`config.mk`:
```
export PLATFORM = sky130hd
export DESIGN_NAME = lut_abs_pipe_module
export DESIGN_NICKNAME = d
export VERILOG_FILES = /design/src/rtl/lut_abs_pipe_module.sv
export SDC_FILE = /design/constraint.sdc
export NUM_CORES = 1
export LEC_CHECK = 0
export ABC_AREA = 1
export CAP_MARGIN = 5
export CORE_MARGIN = 2
export CORE_UTILIZATION = 49
export CTS_CLUSTER_SIZE = 10
export DETAILED_ROUTE_END_ITERATION = 10
export PLACE_DENSITY = 0.88
export SLEW_MARGIN = 20
export SYNTH_ARGS = -nofsm -noshare
export SYNTH_HDL_FRONTEND = slang
export SYNTH_SLANG_ARGS = --single-unit
```
`constraint.sdc`:
```
create_clock -name clk -period 1.91 [get_ports clk]
set_input_delay 0.382 -clock clk [delete_from_list [all_inputs] [get_ports clk]]
set_output_delay 0.382 -clock clk [all_outputs]
set_load 0.01 [all_outputs]
```
`src/rtl/lut_abs_pipe_module.sv`:
```
// Sign/magnitude front end for the pipelined LUT multiplier: per-channel two's-complement
// operands become registered unsigned magnitudes plus signs, product sign, zero and clamp flags.
module lut_abs_pipe_module #(
  parameter int WIDTH    = 9,
  parameter int CHANNELS = 2,
  parameter int STAGES   = 2,
  parameter int SAT_MODE = 0,
  parameter int TAG_W    = 4
) (
  input  logic                      clk,
  input  logic                      rst_n,
  input  logic                      in_valid,
  output logic                      in_ready,
  input  logic [CHANNELS*WIDTH-1:0] in_data,
  input  logic [TAG_W-1:0]          in_tag,
  output logic                      out_valid,
  input  logic                      out_ready,
  output logic [CHANNELS*WIDTH-1:0] out_mag,
  output logic [CHANNELS-1:0]       out_sign,
  output logic                      prod_sign,
  output logic                      out_zero,
  output logic [TAG_W-1:0]          out_tag,
  output logic                      ovf
);

  localparam int DW = CHANNELS * WIDTH;
  localparam logic [WIDTH-1:0] MOST_NEG = {1'b1, {(WIDTH-1){1'b0}}};
  localparam logic [WIDTH-1:0] MAX_POS  = ~MOST_NEG;

  // Source of the output register: raw input (one stage) or the stage-1 register (two stages)
  logic                src_valid;
  logic [DW-1:0]       src_data;
  logic [CHANNELS-1:0] src_sign;
  logic [TAG_W-1:0]    src_tag;

  logic [CHANNELS-1:0] in_sign;
  logic [DW-1:0]       mag_c;
  logic                zero_c;
  logic                ovf_c;
  logic                prod_c;
  logic [WIDTH-1:0]    x_k;
  logic [WIDTH-1:0]    m_k;

  logic                vo;
  logic [DW-1:0]       mag_q;
  logic [CHANNELS-1:0] sign_q;
  logic                prod_q;
  logic                zero_q;
  logic                ovf_q;
  logic [TAG_W-1:0]    tag_q;
  logic                load_o;

  always_comb begin
    in_sign = '0;
    for (int unsigned k = 0; k < CHANNELS; k++)
      in_sign[k] = in_data[k*WIDTH + WIDTH - 1];
  end

  always_comb begin
    mag_c  = '0;
    zero_c = 1'b0;
    ovf_c  = 1'b0;
    x_k    = '0;
    m_k    = '0;
    for (int unsigned k = 0; k < CHANNELS; k++) begin
      x_k = src_data[k*WIDTH +: WIDTH];
      m_k = x_k[WIDTH-1] ? ((~x_k) + WIDTH'(1)) : x_k;
      if (SAT_MODE != 0 && x_k == MOST_NEG) begin
        m_k   = MAX_POS;
        ovf_c = 1'b1;
      end
      mag_c[k*WIDTH +: WIDTH] = m_k;
      if (m_k == '0) zero_c = 1'b1;
    end
    prod_c = ^src_sign;
  end

  assign load_o = !vo || out_ready;

  always_ff @(posedge clk or negedge rst_n) begin
    if (!rst_n) begin
      vo     <= 1'b0;
      mag_q  <= '0;
      sign_q <= '0;
      prod_q <= 1'b0;
      zero_q <= 1'b0;
      ovf_q  <= 1'b0;
      tag_q  <= '0;
    end else if (load_o) begin
      vo <= src_valid;
      if (src_valid) begin
        mag_q  <= mag_c;
        sign_q <= src_sign;
        prod_q <= prod_c;
        zero_q <= zero_c;
        ovf_q  <= ovf_c;
        tag_q  <= src_tag;
      end
    end
  end

  if (STAGES == 2) begin : g_two
    logic                v1;
    logic [DW-1:0]       d1;
    logic [CHANNELS-1:0] s1;
    logic [TAG_W-1:0]    t1;
    logic                load_1;

    // Stage 1 refills in the same cycle the output register takes its beat
    assign load_1   = !v1 || load_o;
    assign in_ready = load_1;

    always_ff @(posedge clk or negedge rst_n) begin
      if (!rst_n) begin
        v1 <= 1'b0;
        d1 <= '0;
        s1 <= '0;
        t1 <= '0;
      end else if (load_1) begin
        v1 <= in_valid;
        if (in_valid) begin
          d1 <= in_data;
          s1 <= in_sign;
          t1 <= in_tag;
        end
      end
    end

    assign src_valid = v1;
    assign src_data  = d1;
    assign src_sign  = s1;
    assign src_tag   = t1;
  end else if (STAGES == 1) begin : g_one
    assign in_ready  = load_o;
    assign src_valid = in_valid;
    assign src_data  = in_data;
    assign src_sign  = in_sign;
    assign src_tag   = in_tag;
  end else begin : g_bad
    $error("lut_abs_pipe_module: STAGES must be 1 or 2");
  end

  assign out_valid = vo;
  assign out_mag   = mag_q;
  assign out_sign  = sign_q;
  assign prod_sign = prod_q;
  assign out_zero  = zero_q;
  assign out_tag   = tag_q;
  assign ovf       = ovf_q;

endmodule
```
==> results.tsv, run 1 <==
stage	metric	value	unit
drt	via count	2020	
placement	dpl hpwl	3.94	mm
setup_path	Setup CP Type	reg2out	
floorplanning	# rows	25	
global_routing	met3 Use GR	5.25	%
setup_path	slowest stage delay, CP	550	ps
synthesis	mapped cell area	2330	um^2
drt	wire per inst	12.8	um
placement	Port Buffers	53	
finish	fin nets	374	
drt	drc violations	0	
floorplanning	core footprint	4660	um^2
global_routing	All-Layer GR Usage	20.6	%
timing	minimum clock period	1620	ps
timing	final setup fails	0	
floorplanning	initial core utilization	50.1	%
clock_tree	clock root buffer	clkbuf_8	
global_routing	total grt overflow	0	
setup_path	Crit Path Max Fanout	2	
synthesis	Synth Register Bits	50	
clock_tree	H-Tree Depth	2	
drt	final WL	5.12	mm
timing	Max-slew headroom	62.3	%
pwr	Max IR drop VDD	0.000409	V
timing	setup_tns	0	ps
setup_path	crit end category	output pin	
drt	vias per std cell	5.04	
clock_tree	TritonCTS clock tree	yes	
floorplanning	die height	73.0	um
placement	Placed Area	2920	um^2
pwr	Power, Total	3.33	mW
global_routing	GRT Max-Usage Layer	met2	
global_routing	global-route wire length before repair	8.51	mm
synthesis	synth warn	0	
global_routing	met2 Use GR	31.6	%
global_routing	vias in the first global route	1917	
clock_tree	cts repair resizes	0	
floorplanning	die area	5330	um^2
timing	Fmax	617	MHz
finish	most frequent cells in the layout	nand2_1 (71), clkdlybuf4s50_1 (51), dfrtp_1 (50)	
pwr	Leak	1.49	nW
finish	area grow syn2layout	29.9	%
finish	Design Area, Final	3030	um^2
clock_tree	CTS buffer count	5	
outcome	status	finished clean	
drt	post-route ant nets	0	
clock_tree	Max Buffers Root-to-Sink	2	
clock_tree	worst-skew pair later-pin latency	310	ps
synthesis	Seq/Total Area, Yosys	53.6	%
finish	Antenna diodes	0	
finish	fillers	376	
synthesis	Post-Syn Area per Cell	8.05	um^2
setup_path	family with the most delay on the worst path	buffers and inverters	
clock_tree	postcts setup bufs	0	
setup_path	critical path required time	1530	ps
synthesis	syn nets	318	
drt	DR pass1 iterations	4	
run	max cap viols	0	
setup_path	CP Cell Sequence	clkdlybuf4s50_1	
timing	Worst-Margin Slew	565	ps
setup_path	WP buf/inv	1	
clock_tree	Post-CTS Hold Buffers	0	
pwr	Power Density	1100	nW/um^2
synthesis	Post-Syn Instances	290	
placement	gpl congestion	0.885	
global_routing	M1 GR Usage	28.3	%
timing	skew final	5.93	ps
setup_path	Worst Path Arrival	1240	ps
synthesis	Yosys cell types	22	
clock_tree	Num Clock Sinks	50	
min_path	Hold WC Path Type	in2async	
floorplanning	die width	73.0	um
finish	most common cell after layout, fill and taps aside	nand2_1	
setup_path	Setup crit start kind	flip-flop	
timing	Hold Violations, Final	0	
drt	Starting DRT DRC Count	183	
global_routing	largest net degree at the start of global routing	28	
global_routing	antenna violations before repair	0	
finish	Final Util	65.1	%
finish	share of cells above drive strength 1	9.22	%
clock_tree	Clk pin slew, worst setup/hold paths	90	ps
timing	RSZ-0062 raised after global routing	no	
setup_path	CP max stage cell	clkdlybuf4s50_1	
timing	Final period util	84.8	%
timing	Pins Over Slew Limit	0	
floorplanning	I/O Pins	55	
[cells in the mapped netlist (all sizes together)]
cell,n,area [um^2]
dfrtp,50,1250
nor2,52,208
conb,1,3.75
clkbuf,2,7.51
nand2,75,292
nand3,21,105
nand4,1,6.26
buf,10,71.3
a31oi,6,37.5
ha,2,25.0
a21oi,24,120
xnor2,1,8.76
inv,28,105
mux2,1,11.3
o21ai,15,75.1
o211ai,1,7.51
[worst paths after layout]
check | startpoint | endpoint | slack [ps] | cells after the start
setup / recovery | out_zero | out_zero | 290 | 1
hold / removal | rst_n | out_valid | 60 | 1
setup reg to reg | g_two.d1[17] | out_zero | 350 | 6
hold reg to reg | out_tag[1] | out_tag[1] | 490 | 2
max in group asynchronous | rst_n | out_mag[13] | 1320 | 2
min in group clk | out_tag[1] | out_tag[1] | 490 | 2
[flip-flops by register name, indices dropped and copies added (netlist names)]
signal / count
g_two.t1: 4
out_zero: 1
prod_sign: 1
out_sign: 2
out_tag: 4
g_two.v1: 1
out_valid: 1
out_mag: 18
g_two.d1: 18
[area by class of cell]
cell class                 instances  area [um^2]  area share, %
multi-input combinational        200          900           29.7
timing repair buffer              61          601           19.8
clock buffer                       5         68.8           2.27
sequential                        50         1250           41.3
inverter                          28          105           3.47
clock inverter                     3         40.0           1.32
tap                               54         67.6           2.23
[metrics by stage]
stage / hold slack [ps] / std cells / setup slack, ps
after floorplan: 86.4 / 290 / 577
after global placement: 396 / 393 / 43.5
after detailed placement: 401 / 393 / 34.3
after CTS: 65.7 / 401 / 26.5
after global routing: 94.0 / 401 / 208
final: 61.3 / 401 / 290
[per-layer routing]
layer / vias up / wire (um)
met4: 0 / 115
met2: 58 / 2440
met1: 917 / 2300
li1: 1032 / -
met5: - / 0
met3: 13 / 268
[logic make-up after synthesis]
kind of cell | after synthesis | synth area share [%]
compound gates | 46 | 10.3
xor+xnor | 1 | 0.375
fa+ha+maj | 2 | 1.07
buf+inv | 40 | 7.88
flops | 50 | 53.6
mux | 1 | 0.482
other cells | 1 | 0.161
simple gates | 149 | 26.2
[power by group]
part | total, mW | switching (mW) | internal, mW
clock network | 0.725 | 0.340 | 0.385
logic | 1.12 | 0.549 | 0.569
registers | 1.49 | 0.183 | 1.31
total | 3.33 | 1.07 | 2.26
Note: power is estimated with default switching activity, not from simulation.
==> run 2: changes to the inputs <==
- clock period: 1.91 -> 1.6 ns (I/O delays scaled with it)
==> run 2 against run 1 <==
Net effect: sequential share of layout area down 1.3 points; highest routed layer unchanged; clock-buffer cell count up 2; routed wire length up 5.1%; register-to-register slack worse by 280 ps; global-route usage up 0.92 points; clock power up 14%.
==> results.tsv, run 2 (synthesis results as in run 1) <==
stage	metric	value	unit	change
finish	Antenna diodes	0		unchanged
placement	dpl hpwl	4.15	mm	+5.2%
floorplanning	die height	73.0	um	unchanged
clock_tree	Num Clock Sinks	50		unchanged
drt	via count	2090		+3.5%
outcome	status	finished clean		
floorplanning	initial core utilization	50.1	%	unchanged
setup_path	Reg-to-Reg End	out_zero		
timing	skew final	10.0	ps	+4.09 ps
min_path	hold path depth	2		
global_routing	vias in the first global route	2036		+6.2%
timing	Hold Violations, Final	0		unchanged
min_path	Hold WC Path Type	reg2reg		
clock_tree	Clk pin slew, worst setup/hold paths	90	ps	about the same
placement	Port Buffers	53		unchanged
global_routing	All-Layer GR Usage	21.5	%	+0.92 points
clock_tree	H-Tree Depth	2		unchanged
timing	worst hold slack	488	ps	+426 ps
timing	Pins Over Slew Limit	0		unchanged
floorplanning	# rows	25		unchanged
setup_path	R2R Path Start	g_two.d1[9]		
floorplanning	core footprint	4660	um^2	unchanged
drt	final WL	5.39	mm	+5.1%
finish	Design Area, Final	3140	um^2	+3.4%
setup_path	critical path required time	1280	ps	-250 ps
placement	Placed Area	2990	um^2	+2.2%
clock_tree	worst-skew pair later-pin latency	310	ps	about the same
global_routing	total grt overflow	0		unchanged
global_routing	antenna violations before repair	0		unchanged
pwr	Leak	1.52	nW	+2.2%
setup_path	crit end category	output pin		
finish	most common cell after layout, fill and taps aside	nand2_1		
drt	vias per std cell	5.10		+1.2%
finish	fin nets	383		+2.4%
setup_path	worst r2r path cells	11		+5
floorplanning	die area	5330	um^2	unchanged
setup_path	slowest stage delay, CP	550	ps	about the same
global_routing	global-route wire length before repair	8.98	mm	+5.5%
setup_path	R2R setup slack	70	ps	-280 ps
setup_path	Worst Path Arrival	1240	ps	about the same
timing	Fmax	642	MHz	
clock_tree	clock root buffer	clkbuf_8		
clock_tree	Max Buffers Root-to-Sink	2		unchanged
setup_path	CP Cell Sequence	clkdlybuf4s50_1		
timing	minimum clock period	1560	ps	
drt	drc violations	0		unchanged
drt	post-route ant nets	0		unchanged
clock_tree	TritonCTS clock tree	yes		
timing	final setup fails	0		unchanged
run	max cap viols	0		unchanged
floorplanning	I/O Pins	55		unchanged
placement	gpl congestion	0.867		-2.0%
setup_path	Setup crit start kind	flip-flop		
setup_path	family with the most delay on the worst path	buffers and inverters		
drt	Starting DRT DRC Count	171		-6.6%
finish	area grow syn2layout	34.4	%	
global_routing	largest net degree at the start of global routing	51		+82%
drt	DR pass1 iterations	4		unchanged
setup_path	Setup CP Type	reg2out		
finish	fillers	391		+4.0%
setup_path	WP buf/inv	1		unchanged
pwr	Power, Total	4.03	mW	+21%
drt	wire per inst	13.1	um	+2.8%
setup_path	CP max stage cell	clkdlybuf4s50_1		
clock_tree	CTS buffer count	5		unchanged
min_path	hold path startpoint	out_sign[1]		
pwr	Power Density	1290	nW/um^2	+17%
timing	Final period util	97.4	%	
finish	share of cells above drive strength 1	13.8	%	+4.5 points
min_path	Worst Hold End	out_sign[1]		
finish	most frequent cells in the layout	nand2_1 (68), clkdlybuf4s50_1 (51), dfrtp_1 (49)		
setup_path	Crit Path Max Fanout	2		unchanged
floorplanning	die width	73.0	um	unchanged
pwr	Max IR drop VDD	0.000577	V	+41%
[run 2: cell count changes in the layout (fill, tap and decap cells not counted), moves of 2 or more]
cell | before | now
buf_4 | 7 | 14
clkbuf_8 | 5 | 7
clkinv_2 | 2 | 0
ha_1 | 2 | 0
inv_1 | 23 | 20
inv_2 | 5 | 8
nand2_1 | 71 | 68
nand2_2 | 4 | 7
[run 2: worst max-delay path by stage]
stage,startpoint,to,slack (ps),cells after the start
after floorplan,g_two.d1[9],out_zero,270,11
after global placement,out_ready,in_ready,-150,4
after detailed placement,out_ready,in_ready,-190,4
after CTS,out_mag[7],out_mag[7],30,1
after global routing,g_two.d1[9],out_zero,-6,11
final,out_mag[11],out_mag[11],40,1
[run 2: per-stage QoR]
step	util, %	cells	setup TNS, ps	setup slack, ps
2_1_floorplan	-	290	0	267
3_3_place_gp	64.1	400	-146	-146
3_5_place_dp	64.1	400	-255	-188
4_1_cts	66.5	409	0	34.9
5_1_grt	67.3	410	-5.93	-5.93
6_report	67.3	410	0	41.5
[run 2: cell type report]
| type | instances | area (um^2) | share of cell area, % |
|---|---|---|---|
| clock buffers | 7 | 96.3 | 3.07 |
| clock inverters | 1 | 8.76 | 0.279 |
| inverters | 28 | 105 | 3.35 |
| multi-input cells | 200 | 927 | 29.6 |
| flip-flops and latches | 50 | 1250 | 39.9 |
| well taps | 54 | 67.6 | 2.15 |
| repair buffers | 70 | 679 | 21.7 |
[run 2: timing repair]
| item | 4_1_cts | 5_1_grt |
|---|---|---|
| hold buffers | 1 | 0 |
| pin swaps | 0 | 4 |
| buffers inserted | 0 | 1 |
| resized for setup | 1 | 10 |
| endpoints found under the setup margin | 1 | 1 |
| endpoints found under the hold margin | 26 | 0 |
[run 2: where the power goes]
| part | switching (mW) | leakage, nW | total [mW] | internal [mW] |
|---|---|---|---|---|
| combinational | 0.713 | 0.886 | 1.45 | 0.737 |
| clock | 0.427 | 0.0544 | 0.824 | 0.397 |
| sequential | 0.199 | 0.580 | 1.76 | 1.56 |
[run 2: per-layer routing]
layer / routed length, um / vias up / GRT usage [%]
met5: 0 / - / 0
li1: - / 1050 / -
met4: 87 / 0 / 7.41
met3: 214 / 9 / 4.28
met2: 2630 / 54 / 35.3
met1: 2460 / 977 / 28.3
